$ cat config.mk
export PLATFORM = sky130hd
export DESIGN_NAME = bin_to_bcd_seq
export DESIGN_NICKNAME = d
export VERILOG_FILES = /design/src/rtl/bin_to_bcd_seq_pkg.sv /design/src/rtl/bin_to_bcd_seq_add3.sv /design/src/rtl/bin_to_bcd_seq.sv
export SDC_FILE = /design/constraint.sdc
export NUM_CORES = 1
export LEC_CHECK = 0
export CAP_MARGIN = 20
export CORE_MARGIN = 3
export CORE_UTILIZATION = 54
export CTS_BUF_LIST = sky130_fd_sc_hd__clkbuf_8
export DETAILED_ROUTE_END_ITERATION = 16
export PLACE_DENSITY = 0.82
export SLEW_MARGIN = 20
export SYNTH_ARGS = -nofsm -noshare
export SYNTH_HDL_FRONTEND = slang
export SYNTH_SLANG_ARGS = --single-unit
export TNS_END_PERCENT = 10
$ cat constraint.sdc
create_clock -name clk -period 4.1 [get_ports clk]
set_clock_uncertainty 0.15 [all_clocks]
set_input_delay 0.41 -clock clk [delete_from_list [all_inputs] [get_ports clk]]
set_output_delay 0.41 -clock clk [all_outputs]
set_load 0.03 [all_outputs]
$ cat src/rtl/bin_to_bcd_seq_pkg.sv
// -----------------------------------------------------------------------------
// bin_to_bcd_seq_pkg
// Shared definitions for the sequential binary-to-BCD converter and the
// downstream 7-segment decoder:
//   IN_W_DEF / NDIG_DEF : default binary width and internal BCD digit count
//   state_t             : converter FSM encoding
//   BLANK_DIGIT         : digit code the 7-seg decoder renders as all segments off
// -----------------------------------------------------------------------------
package bin_to_bcd_seq_pkg;

    localparam int IN_W_DEF = 16;
    localparam int NDIG_DEF = 5;   // 10^5 > 2^16 - 1

    localparam logic [3:0] BLANK_DIGIT = 4'hF;

    typedef enum logic [1:0] {
        ST_IDLE  = 2'd0,
        ST_SHIFT = 2'd1,
        ST_DONE  = 2'd2
    } state_t;

endpackage

$ cat src/rtl/bin_to_bcd_seq_add3.sv
// -----------------------------------------------------------------------------
// bcd_add3_cell
// Combinational double-dabble correction for one BCD digit: a digit of 5 or
// more gets +3 so that the following left shift carries correctly into the
// next decade.
// Ports:
//   d : 4-bit BCD digit before correction
//   q : corrected digit (d >= 5 ? d + 3 : d)
// -----------------------------------------------------------------------------
module bcd_add3_cell (
    input  logic [3:0] d,
    output logic [3:0] q
);

    assign q = (d >= 4'd5) ? d + 4'd3 : d;

endmodule

$ cat src/rtl/bin_to_bcd_seq.sv
// -----------------------------------------------------------------------------
// bin_to_bcd_seq
// Sequential binary-to-BCD converter (shift-and-add-3), one input bit per
// clock. A value is accepted through a valid/ready handshake in IDLE, shifted
// for IN_W cycles in SHIFT, and published in DONE. The four output digits and
// the overflow flag are registered and only change in DONE, so a display
// driver can scan them continuously.
//
// Ports:
//   clk       : system clock, rising edge
//   rst       : synchronous active-high reset
//   in_valid  : bin is valid this cycle
//   in_ready  : high only in IDLE
//   bin       : binary value to convert
//   out_valid : one-cycle pulse when new digits are written
//   bcd0..3   : ones, tens, hundreds, thousands digits
//   ovf       : value > 9999 (a digit above bcd3 is nonzero)
//   busy      : conversion in progress (state != IDLE)
//
// Build option:
//   LEADING_ZERO_BLANK_EN : when defined, leading zero digits bcd3..bcd1 are
//                           replaced by BLANK_DIGIT (never when ovf is set);
//                           bcd0 is never blanked.
// -----------------------------------------------------------------------------
module bin_to_bcd_seq
    import bin_to_bcd_seq_pkg::*;
#(
    parameter int IN_W = IN_W_DEF,
    parameter int NDIG = NDIG_DEF
) (
    input  logic            clk,
    input  logic            rst,
    input  logic            in_valid,
    output logic            in_ready,
    input  logic [IN_W-1:0] bin,
    output logic            out_valid,
    output logic [3:0]      bcd0,
    output logic [3:0]      bcd1,
    output logic [3:0]      bcd2,
    output logic [3:0]      bcd3,
    output logic            ovf,
    output logic            busy
);

    localparam int ACC_W = NDIG * 4;
    localparam int CAT_W = ACC_W + IN_W;
    localparam int CNT_W = (IN_W > 1) ? $clog2(IN_W) : 1;
    localparam logic [CNT_W-1:0] CNT_LAST = CNT_W'(IN_W - 1);

    state_t           state_q, state_d;
    logic [IN_W-1:0]  shreg_q;
    logic [ACC_W-1:0] acc_q;
    logic [ACC_W-1:0] acc_adj;
    logic [CAT_W-1:0] shifted;
    logic [CNT_W-1:0] cnt_q;
    logic             load, shift_en, done;

    // ---------------------------------------------------------------- FSM
    // NOTE: sequential state is updated with non-blocking assignments so every
    // register samples the pre-edge values of the others, independent of
    // process evaluation order.
    always_ff @(posedge clk) begin
        if (rst) state_q <= ST_IDLE;
        else     state_q <= state_d;
    end

    // NOTE: every signal driven here gets a default first; a path that leaves
    // one unassigned would otherwise infer a latch.
    always_comb begin
        state_d  = state_q;
        load     = 1'b0;
        shift_en = 1'b0;
        done     = 1'b0;
        case (state_q)
            ST_IDLE: begin
                if (in_valid) begin
                    load    = 1'b1;
                    state_d = ST_SHIFT;
                end
            end
            ST_SHIFT: begin
                shift_en = 1'b1;
                if (cnt_q == CNT_LAST) state_d = ST_DONE;
            end
            ST_DONE: begin
                done    = 1'b1;
                state_d = ST_IDLE;
            end
            default: state_d = ST_IDLE;
        endcase
    end

    assign in_ready = (state_q == ST_IDLE);
    assign busy     = ~in_ready;

    // ----------------------------------------------------------- datapath
    // Add-3 correction on every digit, applied before each shift (including
    // the first, where it is a no-op on the cleared accumulator).
    for (genvar g = 0; g < NDIG; g++) begin : g_add3
        bcd_add3_cell u_add3 (
            .d (acc_q[g*4 +: 4]),
            .q (acc_adj[g*4 +: 4])
        );
    end

    // {accumulator, shift register} moves left as one word; the top bit falls
    // off, which is safe because NDIG is sized so the top digit never reaches 8.
    assign shifted = {acc_adj, shreg_q} << 1;

    // NOTE: the working registers are plain flops, not a memory, so they are
    // cleared on reset; an aborted conversion then leaves no stale state.
    always_ff @(posedge clk) begin
        if (rst) begin
            shreg_q <= '0;
            acc_q   <= '0;
            cnt_q   <= '0;
        end else if (load) begin
            shreg_q <= bin;
            acc_q   <= '0;
            cnt_q   <= '0;
        end else if (shift_en) begin
            acc_q   <= shifted[CAT_W-1:IN_W];
            shreg_q <= shifted[IN_W-1:0];
            if (cnt_q != CNT_LAST) cnt_q <= cnt_q + 1'b1;
        end
    end

    // ------------------------------------------------------ output digits
    logic [3:0] raw0, raw1, raw2, raw3;
    logic [3:0] dig0, dig1, dig2, dig3;
    logic       ovf_w;

    assign raw0  = acc_q[3:0];
    assign raw1  = acc_q[7:4];
    assign raw2  = acc_q[11:8];
    assign raw3  = acc_q[15:12];
    assign ovf_w = |acc_q[ACC_W-1:16];

`ifdef LEADING_ZERO_BLANK_EN
    logic blank1, blank2, blank3;

    // Blanking runs from the most significant digit down and stops at the
    // first nonzero digit; an overflowed value is shown unblanked.
    always_comb begin
        blank3 = ~ovf_w && (raw3 == 4'd0);
        blank2 = blank3 && (raw2 == 4'd0);
        blank1 = blank2 && (raw1 == 4'd0);
        dig0   = raw0;
        dig1   = blank1 ? BLANK_DIGIT : raw1;
        dig2   = blank2 ? BLANK_DIGIT : raw2;
        dig3   = blank3 ? BLANK_DIGIT : raw3;
    end
`else
    assign dig0 = raw0;
    assign dig1 = raw1;
    assign dig2 = raw2;
    assign dig3 = raw3;
`endif

    always_ff @(posedge clk) begin
        if (rst) begin
            out_valid <= 1'b0;
            bcd0      <= '0;
            bcd1      <= '0;
            bcd2      <= '0;
            bcd3      <= '0;
            ovf       <= 1'b0;
        end else begin
            out_valid <= done;
            if (done) begin
                bcd0 <= dig0;
                bcd1 <= dig1;
                bcd2 <= dig2;
                bcd3 <= dig3;
                ovf  <= ovf_w;
            end
        end
    end

endmodule

==> reports/qor.csv <==
stage;metric;value;unit
place;post-detailed-placement half-perimeter wirelength;3880;um
pwr;Max VDD drop;0.253;mV
finish;final net count;379;
sta;unrepaired setup endpoints after global routing;no;
worst_setup_path;category of cells accounting for the largest share of critical-path delay;buffers and inverters;
grt;global-route usage over all layers;20.6;%
logic_synthesis;area leader, netlist;sky130_fd_sc_hd__dfxtp_1;
grt;Congestion Overflow GR;0;
worst_setup_path;slowest cell on the critical path;sky130_fd_sc_hd__clkdlybuf4s50_1;
clock_network;number of CTS-inserted buffers;9;
worst_setup_path;data required time at the worst endpoint;3.54;ns
worst_setup_path;data arrival time of the critical path;1.59;ns
routing;Remaining DRCs;0;
grt;vias in the first global route;2174;
logic_synthesis;net count after synthesis;350;
clock_network;number of clock sinks;60;
sta;endpoints failing hold;0;
logic_synthesis;share of flip-flops with an asynchronous set or reset;0;%
finish;layout overhead on the synthesized area;18.6;%
finish;top library cells by usage in the layout, fill and taps aside;60 x sky130_fd_sc_hd__dfxtp_1, 58 x sky130_fd_sc_hd__a21oi_1, 53 x sky130_fd_sc_hd__nand2_1, 38 x sky130_fd_sc_hd__clkdlybuf4s50_1;
worst_hold_path;path category of the worst min-delay check;flop to flop;
worst_setup_path;peak fanout along the critical path;6;
routing;Via-to-Cell Ratio;5.61;
die;starting density of the core;56.8;%
clock_network;Root Buffer;sky130_fd_sc_hd__clkbuf_8;
sta;time the final worst path needs with I/O delays and setup;2.15;ns
clock_network;TritonCTS clock tree;yes;
logic_synthesis;synth warn;0;
grt;first-pass GRT wire length;9710;um
routing;DRT Wirelength;5820;um
pwr;internal power component;0.886;mW
sta;final worst-path cycle share;52.5;%
worst_setup_path;max incr delay on CP;0.70;ns
routing;detailed-routing iteration count for the pre-antenna-repair pass;5;
sta;worst max-slew margin expressed relative to the limit;42.3;%
routing;Detail Route Antenna Nets;0;
die;number of placement rows;25;
job;max_cap viols;0;
clock_network;buffer count from post-CTS setup fixing;0;
finish;share of post-route cells with drive strength above 1;6.53;%
sta;actual slew at the worst max-slew pin;0.865;ns
worst_setup_path;CP Launch Type;flop;
worst_setup_path;Worst setup EP type;output port;
clock_network;hold bufs inserted after CTS;0;
place;Cell Count Post-Placement;404;
finish;Post-Layout Cell Count;419;
pwr;total leakage power;1.17;nW
routing;Initial DRC Count;138;
clock_network;number of H-tree levels;3;
clock_network;Reg clk slew, reported paths;0.06;ns
worst_setup_path;start-to-end type of the worst setup path;flop to output port;
sta;final max-slew violation count;0;
pwr;cell area power density;364;nW/um2
pwr;switching pwr;0.295;mW
logic_synthesis;average instance area after synthesis;8.58;um2
logic_synthesis;dominant register cell in the synthesized netlist;sky130_fd_sc_hd__dfxtp_1;
logic_synthesis;count of state elements after synthesis;60;
logic_synthesis;sequential share of the synthesized area;43.9;%
clock_network;Clock Path Buffers;2;
grt;number of antenna violations at the first check in global routing;0;
die;x dimension of the die;77.2;um
worst_setup_path;crit-path cells;nor2_1, clkdlybuf4s50_1;
clock_network;cells resized by post-CTS repair;0;
logic_synthesis;leading cell types by total area after synthesis;sky130_fd_sc_hd__dfxtp_1 44%, sky130_fd_sc_hd__a21oi_1 11%, sky130_fd_sc_hd__nand2_1 7.3%, sky130_fd_sc_hd__ha_1 5.5%, sky130_fd_sc_hd__a22oi_1 4.1%;
sta;summed negative setup slack over all endpoints;0;ns
status;result of the run;completed;
place;global placer's final weighted congestion;0.839;
logic_synthesis;EDFF count, synth;0;
die;core area;4820;um2
die;area of the die;5960;um2
logic_synthesis;top cell type's share of synthesized area;43.9;%
logic_synthesis;count of cell types in the netlist;36;
sta;f_max;465;MHz
routing;routed length per placed instance;13.9;um
logic_synthesis;post-synthesis instance area;2740;um2
sta;final setup violating endpoints;0;
clock_network;Skew-Pair Late Insertion Delay;0.33;ns
finish;count of inserted antenna diode cells;0;
routing;via count of the routed design;2350;
worst_setup_path;WP buf/inv;1;
pwr;power share of the clock group;38.8;%
pwr;share of power burned in combinational logic;9.6;%
place;total of buffers placed on input and output ports;38;
finish;most frequent standard cell in the layout excluding fill and tap cells;sky130_fd_sc_hd__dfxtp_1;
logic_synthesis;Post-Synthesis Cells;319;
pwr;share of power burned in registers;51.6;%
die;top-level port count;39;
grt;pin count of the biggest net entering global routing;49;
pwr;Sw Ratio;25.0;%
finish;number of inserted filler cells in the final layout;416;
die;DIE HEIGHT;77.2;um
==> final cells by class <==
cell class                      instances  area (um2)  share of cell area, %
Multi-Input combinational cell        226        1360                   41.8
Tap cell                               67        83.8                   2.58
Timing Repair Buffer                   40         395                   12.2
Inverter                               11        41.3                   1.27
Clock inverter                          4        17.5                  0.539
Sequential cell                        60        1200                   37.0
Clock buffer                           11         151                   4.66
==> power by group through the flow <==
stage,Clock (mW),Sequential [mW],Combinational [mW]
6_report,0.458,0.610,0.113
5_1_grt,0.488,0.612,0.126
4_1_cts,0.470,0.609,0.113
3_5_place_dp,0,0.622,0.113
3_3_place_gp,0,0.622,0.110
2_1_floorplan,0,0.620,0.0860
==> per-stage QoR <==
stage                     worst slack (ns)  hold WS (ns)  total power, mW  area [um2]  utilization [%]
after global routing                  1.85         0.318             1.23        3250             67.4
after global placement                1.68         0.292            0.732        3080             63.8
after CTS                             1.94         0.305             1.19        3240             67.4
after detailed placement              1.65         0.297            0.735        3080             63.8
after floorplan                       2.43         0.281            0.706        2740                -
final                                 1.95         0.305             1.18        3250             67.4
==> sequential cells by signal, indices dropped and copies added (netlist names) <==
register	count
acc_q	20
shreg_q	16
bcd0	4
bcd1	4
bcd2	4
bcd3	4
cnt_q	4
state_q	2
out_valid	1
ovf	1
==> worst paths after layout <==
kind	from	to	slack, ns	cells after the start
worst max register to register	state_q[0]	cnt_q[3]	2.16	4
worst min register to register	bcd0[0]	bcd0[0]	0.30	2
worst max-delay path	state_q[1]	in_ready	1.95	2
worst min-delay path	bcd0[0]	bcd0[0]	0.30	2
==> Yosys cell counts, types with 2 or more instances <==
cell	n
sky130_fd_sc_hd__clkbuf_1	3
sky130_fd_sc_hd__nor2_1	15
sky130_fd_sc_hd__a31oi_1	4
sky130_fd_sc_hd__a41oi_1	4
sky130_fd_sc_hd__inv_1	11
sky130_fd_sc_hd__buf_2	10
sky130_fd_sc_hd__buf_4	4
sky130_fd_sc_hd__dfxtp_1	60
sky130_fd_sc_hd__nand2b_1	5
sky130_fd_sc_hd__a22oi_1	15
sky130_fd_sc_hd__a21oi_1	58
sky130_fd_sc_hd__o21ai_0	13
sky130_fd_sc_hd__ha_1	12
sky130_fd_sc_hd__or2b_1	2
sky130_fd_sc_hd__nand2_1	53
sky130_fd_sc_hd__mux2i_1	6
sky130_fd_sc_hd__buf_6	2
sky130_fd_sc_hd__nor3_1	5
sky130_fd_sc_hd__o41ai_2	2
sky130_fd_sc_hd__nand3_1	9
sky130_fd_sc_hd__a2111oi_0	3
sky130_fd_sc_hd__buf_1	2
sky130_fd_sc_hd__a22o_1	5
sky130_fd_sc_hd__nor3b_1	4
==> cells by family (layout without fill, tap and decap cells) <==
group,after synthesis,in the layout,share of synthesized area [%]
compound gates,107,107,24.1
xor+xnor,1,1,0.320
fa+ha+maj,12,12,5.48
buf+inv,33,66,6.67
flops,60,60,43.9
mux,6,6,2.19
simple gates,100,100,17.3
==> worst min-delay path: cells and delay by family, from the launching register on <==
kind | cells | cell delay, ns
flip-flops | 1 | 0.31
AND/OR/NAND/NOR | 1 | 0.05
AO/OA/AOI/OAI | 1 | 0.05
==> routing by layer <==
layer	GRT usage [%]	wire (um)	vias to the layer above
met5	0	0	-
met4	14.2	150	0
met3	3.87	202	13
met2	33.7	2890	51
met1	24.2	2580	1100
li1	-	-	1186
No activity file was read; power rests on OpenSTA's default activity.
